### src/rtl/divsqrt_controller.sv
// ============================================================================
//  Module   : divsqrt_controller
//  Purpose  : Sequencing FSM for the shared iterative divide/square-root
//             fraction datapath, with result valid/ready handshake.
//  Revision : 1.0 - initial release
// ============================================================================
`default_nettype none

package exponent;
    typedef enum logic [2:0] {
        ZEROS  = 3'd0,
        ONES   = 3'd1,
        A      = 3'd2,
        B      = 3'd3,
        RESULT = 3'd4
    } exponent_select;
endpackage

module divsqrt_controller #(
    parameter int DIV_ITERS  = 26,
    parameter int SQRT_ITERS = 25
) (
    input  logic                     clk,
    input  logic                     reset,
    input  logic                     start_valid,
    output logic                     start_ready,
    input  logic                     op_sqrt,
    input  logic [2:0]               special_class,
    input  logic                     flush,
    input  logic                     round_overflow,
    input  logic                     round_underflow,
    output logic                     load,
    output logic                     iterate,
    output logic [4:0]               iter_count,
    output logic                     normalize,
    output logic                     round_en,
    output exponent::exponent_select exponent_select,
    output logic                     overflow_flag,
    output logic                     underflow_flag,
    output logic                     result_valid,
    input  logic                     result_ready
);

    localparam logic [4:0] c_div_load  = 5'(DIV_ITERS - 1);
    localparam logic [4:0] c_sqrt_load = 5'(SQRT_ITERS - 1);

    localparam logic [2:0] c_cls_none   = 3'd0;
    localparam logic [2:0] c_cls_zero   = 3'd1;
    localparam logic [2:0] c_cls_inf    = 3'd2;
    localparam logic [2:0] c_cls_pass_a = 3'd4;
    localparam logic [2:0] c_cls_pass_b = 3'd5;

    typedef enum logic [2:0] {
        S_IDLE      = 3'd0,
        S_LOAD      = 3'd1,
        S_ITERATE   = 3'd2,
        S_NORMALIZE = 3'd3,
        S_ROUND     = 3'd4,
        S_DONE      = 3'd5
    } state_t;

    state_t                   r_state;
    state_t                   w_state_next;
    logic [4:0]               r_iter;
    logic [4:0]               w_iter_next;
    logic                     r_op_sqrt;
    logic                     w_op_sqrt_next;
    logic                     r_ovf;
    logic                     w_ovf_next;
    logic                     r_unf;
    logic                     w_unf_next;
    exponent::exponent_select r_exp;
    exponent::exponent_select w_exp_next;

    always_ff @(posedge clk) begin
        if (reset) begin
            r_state   <= S_IDLE;
            r_iter    <= 5'd0;
            r_op_sqrt <= 1'b0;
            r_ovf     <= 1'b0;
            r_unf     <= 1'b0;
            r_exp     <= exponent::ZEROS;
        end else begin
            r_state   <= w_state_next;
            r_iter    <= w_iter_next;
            r_op_sqrt <= w_op_sqrt_next;
            r_ovf     <= w_ovf_next;
            r_unf     <= w_unf_next;
            r_exp     <= w_exp_next;
        end
    end

    always_comb begin
        w_state_next   = r_state;
        w_iter_next    = r_iter;
        w_op_sqrt_next = r_op_sqrt;
        w_ovf_next     = r_ovf;
        w_unf_next     = r_unf;
        w_exp_next     = r_exp;

        case (r_state)
            S_IDLE: begin
                if (start_valid) begin
                    w_op_sqrt_next = op_sqrt;
                    if (special_class == c_cls_none) begin
                        w_state_next = S_LOAD;
                        w_exp_next   = exponent::ZEROS;
                    end else begin
                        // Special operands skip the datapath; classes 6/7 fall into NaN.
                        w_state_next = S_DONE;
                        case (special_class)
                            c_cls_zero:   w_exp_next = exponent::ZEROS;
                            c_cls_inf:    w_exp_next = exponent::ONES;
                            c_cls_pass_a: w_exp_next = exponent::A;
                            c_cls_pass_b: w_exp_next = exponent::B;
                            default:      w_exp_next = exponent::ONES;
                        endcase
                    end
                end
            end
            S_LOAD: begin
                w_iter_next  = r_op_sqrt ? c_sqrt_load : c_div_load;
                w_state_next = S_ITERATE;
            end
            S_ITERATE: begin
                if (r_iter == 5'd0) begin
                    w_state_next = S_NORMALIZE;
                end else begin
                    w_iter_next = r_iter - 5'd1;
                end
            end
            S_NORMALIZE: begin
                w_state_next = S_ROUND;
            end
            S_ROUND: begin
                // Overflow dominates when the rounder reports both.
                w_ovf_next   = round_overflow;
                w_unf_next   = round_underflow & ~round_overflow;
                w_state_next = S_DONE;
                if (round_overflow) begin
                    w_exp_next = exponent::ONES;
                end else if (round_underflow) begin
                    w_exp_next = exponent::ZEROS;
                end else begin
                    w_exp_next = exponent::RESULT;
                end
            end
            S_DONE: begin
                if (result_ready) begin
                    w_state_next = S_IDLE;
                    w_ovf_next   = 1'b0;
                    w_unf_next   = 1'b0;
                    w_exp_next   = exponent::ZEROS;
                end
            end
            default: begin
                w_state_next = S_IDLE;
            end
        endcase

        if (flush && (r_state != S_IDLE)) begin
            w_state_next = S_IDLE;
            w_iter_next  = 5'd0;
            w_ovf_next   = 1'b0;
            w_unf_next   = 1'b0;
            w_exp_next   = exponent::ZEROS;
        end
    end

    always_comb begin
        start_ready     = 1'b0;
        load            = 1'b0;
        iterate         = 1'b0;
        normalize       = 1'b0;
        round_en        = 1'b0;
        result_valid    = 1'b0;
        exponent_select = exponent::ZEROS;

        case (r_state)
            S_IDLE:      start_ready = 1'b1;
            S_LOAD:      load        = 1'b1;
            S_ITERATE:   iterate     = 1'b1;
            S_NORMALIZE: begin
                normalize       = 1'b1;
                exponent_select = exponent::RESULT;
            end
            S_ROUND: begin
                round_en        = 1'b1;
                exponent_select = exponent::RESULT;
            end
            S_DONE: begin
                result_valid    = 1'b1;
                exponent_select = r_exp;
            end
            default: start_ready = 1'b0;
        endcase
    end

    assign iter_count     = r_iter;
    assign overflow_flag  = r_ovf;
    assign underflow_flag = r_unf;

endmodule

`default_nettype wire

### config.mk
export PLATFORM = sky130hd
export DESIGN_NAME = divsqrt_controller
export DESIGN_NICKNAME = d
export VERILOG_FILES = /design/src/rtl/divsqrt_controller.sv
export SDC_FILE = /design/constraint.sdc
export NUM_CORES = 1
export LEC_CHECK = 0
export ABC_AREA = 1
export CORE_MARGIN = 4
export CORE_UTILIZATION = 30
export CTS_CLUSTER_DIAMETER = 40
export CTS_CLUSTER_SIZE = 16
export DETAILED_ROUTE_END_ITERATION = 6
export RECOVER_POWER = 50
export SLEW_MARGIN = 25
export SYNTH_ARGS = -nofsm -noshare
export SYNTH_HDL_FRONTEND = slang
export SYNTH_SLANG_ARGS = --single-unit
### constraint.sdc
create_clock -name clk -period 1.7 [get_ports clk]
set_input_delay 0.17 -clock clk [delete_from_list [all_inputs] [get_ports clk]]
set_output_delay 0.17 -clock clk [all_outputs]
set_load 0.005 [all_outputs]
==> impl_metrics.toml <==
[outcome]
status = "finished clean"

[routing]
viasPerCell = 4.770
vias = 873
wl_per_cell_um = 11.75
route.antenna.remaining_nets = 0
first_pass_iters = 4
drtIter0Drc = 13
drt_wl_total_um = 2150
drc = 0

[sta]
final_max_slew_viol_count = 0
fin_crit_sh_pct = 97.37
hold_viol = 0
finClkSkew_ns = 0.004839
hold_ws_ns = 0.4571
finalSetupViolations = 0
worstMarginPinSlew_ns = 0.4882
period_needed_ns = 1.655
fmax_mhz = 604.1
maxSlewHeadroom_pct = 67.46

[clocking]
clock_latency_ns = 0.28
root_buffer = "clkbuf_4"
clockBufferDepth = 2
cts_tree = "done"
cts_sinks = 14
numCtsBuffers = 3
cts.clk_slew.worst_paths_ns = 0.09
htreeDepth = 1

[synthesis]
synth_commonest_cells = "nor2_1 (26), nand2_1 (20), inv_1 (17), dfxtp_1 (14)"
yosys_register_bits = 14
yosysTopAreaCellShare_pct = 35.50
synth.area.top_cells = "dfxtp_1 (35%), nor2_1 (12%), nand2_1 (9.5%), inv_1 (8.1%), a21oi_1 (5.1%)"
synth_top_area_cell = "dfxtp_1"
synth_edf_count = 0
postSynthCellCount = 121
async_flop_share_pct = 0
syn-mean-instance-area_um2 = 6.525
synth_nets = 133
yosysWarnings = 0
synth_cell_type_count = 22
synth_ff_type = "dfxtp_1"
seq_area_frac_synth_pct = 35.50
synth_most_common_cell = "nor2_1"
synth_area_um2 = 789.5

[power]
combPwrFrac_pct = 58.2
p_leak_nw = 0.5692
p_int_mw = 1.145
p_clk_share_pct = 11.7
switching_power_mw = 0.9405
power_frac_seq_pct = 30.1
p_per_area_nw_per_um2 = 1742
p_total_mw = 2.086
switching_share_pct = 45.09
ir_drop_mv = 0.9191

[layout]
area_growth_pct = 51.66
drive_gt1_share_pct = 18.95
num_antenna_cells = 0
fillers = 258
nNetsFinal = 166

[worst_hold_path]
hold_start = "r_op_sqrt"
min_to = "r_op_sqrt"
holdPathStages = 2
min_path_type = "reg -> reg"

[placement]
place_congestion = 0.7708
hpwl_um = 1605
io_buffers = 26

[global_route]
grt_pass1_vias = 795
grt-ovfl-total = 0
antenna_found_initial = 0
grt_max_degree = 11
track_usage_pct = 13.04
grt_pass1_wl_um = 3512

[critical_path]
worst_r2r_path_depth = 7
end_kind = "output pin"
worst_ep_required_time_ns = 1.53
worstPathCellList = "inv_2 > nand3_2 > nor2_2 > clkdlybuf4s50_1"
crit_slowest_cell = "clkdlybuf4s50_1"
critPathMaxFanout = 6
max_stage_delay_ns = 0.50
cp.arrival_ns = 1.49
start_kind = "flop"
reg2reg_to = "r_state[0]"
path_class = "reg -> out"
reg2reg_from = "r_state[0]"
regToRegSetupSlack_ns = 0.19

[floorplanning]
num_rows = 18
die_x_um = 59.30
start_util_pct = 31.58
die_y_um = 59.30
dieArea_um2 = 3516
core_um2 = 2500
ioPinCount = 27

[run]
maxCapViolations = 0
[kinds of logic after synthesis]
group                    synth area share, %
AO/OA/AOI/OAI                          14.74
adder cells (fa/ha/maj)                1.585
buffers and inverters                  9.508
flip-flops                             35.50
AND/OR/NAND/NOR                        38.67
[layout make-up]
type / instances / area (µm²) / area share (%)
multi-input cells: 87 / 467.9 / 39.08
repair buffers: 28 / 284.0 / 23.72
flip-flops and latches: 14 / 291.5 / 24.35
inverters: 20 / 80.08 / 6.688
well taps: 30 / 37.54 / 3.135
clock buffers: 4 / 36.28 / 3.030
[per-stage QoR]
| stage | cell area, µm² | setup TNS, ns | worst slack, ns | instances | util [%] |
|---|---|---|---|---|---|
| finish | 1197 | 0 | 0.04472 | 183 | 47.90 |
| global route | 1197 | -0.03855 | -0.02031 | 183 | 47.90 |
| global placement | 1095 | 0 | 0.1520 | 178 | 43.79 |
| floorplan | 789.5 | 0 | 0.4936 | 121 | - |
| CTS | 1139 | -0.1183 | -0.08725 | 182 | 45.55 |
| detailed placement | 1095 | 0 | 0.09381 | 178 | 43.79 |
[state kept, by name, summed over array words and instances, names as in the netlist]
register	cells
underflow_flag	1
r_state	3
overflow_flag	1
iter_count	5
r_exp	3
r_op_sqrt	1
[cells in the final DEF (no fill, tap or decap), types with 4 or more instances in the layout]
cell type        synthesis  layout
dlymetal6s2s_1           0       4
nand2_2                  2       4
nand3_1                  6       5
inv_2                    3       4
o21ai_0                  8       8
inv_1                   17      14
clkdlybuf4s50_1          0      19
dfxtp_1                 14      11
nor2_1                  26      22
nand2_1                 20      18
a21oi_1                  8       8
nor2_4                   1       4
[critical path, delay by kind of cell, from the launching register on]
family / cells / cell delay, ns
and+or+nand+nor: 2 / 0.22
buffers and inverters: 2 / 0.59
DFF: 1 / 0.39
[routing by layer]
layer | GRT usage (%) | wire, µm
met5 | 0 | 0
met4 | 3.883 | 19
met3 | 4.139 | 106
met2 | 20.44 | 1082
met1 | 17.00 | 941
[repair_timing]
item / in CTS / in global routing
pin swaps: 1 / 1
resized for setup: 7 / 20
setup buffers: 0 / 1
hold buffers: 0 / 0
endpoints found under the setup margin: 9 / 8
hold endpoints to repair: 0 / 0
[power by group through the flow]
stage               combinational, mW  sequential, mW  clock [mW]
global route                     1.36           0.654       0.267
finish                           1.21           0.627       0.244
floorplan                       0.702           0.562           0
detailed placement               1.14           0.575           0
global placement                 1.14           0.570           0
CTS                              1.15           0.582       0.258
[worst max-delay path by stage]
stage                  startpoint                 end  slack, ns
finish                 r_state[1]  exponent_select[1]       0.04
global route           r_state[0]       iter_count[3]      -0.02
floorplan           iter_count[0]       iter_count[3]       0.49
detailed placement     r_state[2]  exponent_select[2]       0.09
global placement       r_state[2]  exponent_select[2]       0.15
CTS                    r_state[0]  exponent_select[2]      -0.09
(Power assumes the default switching activity.)
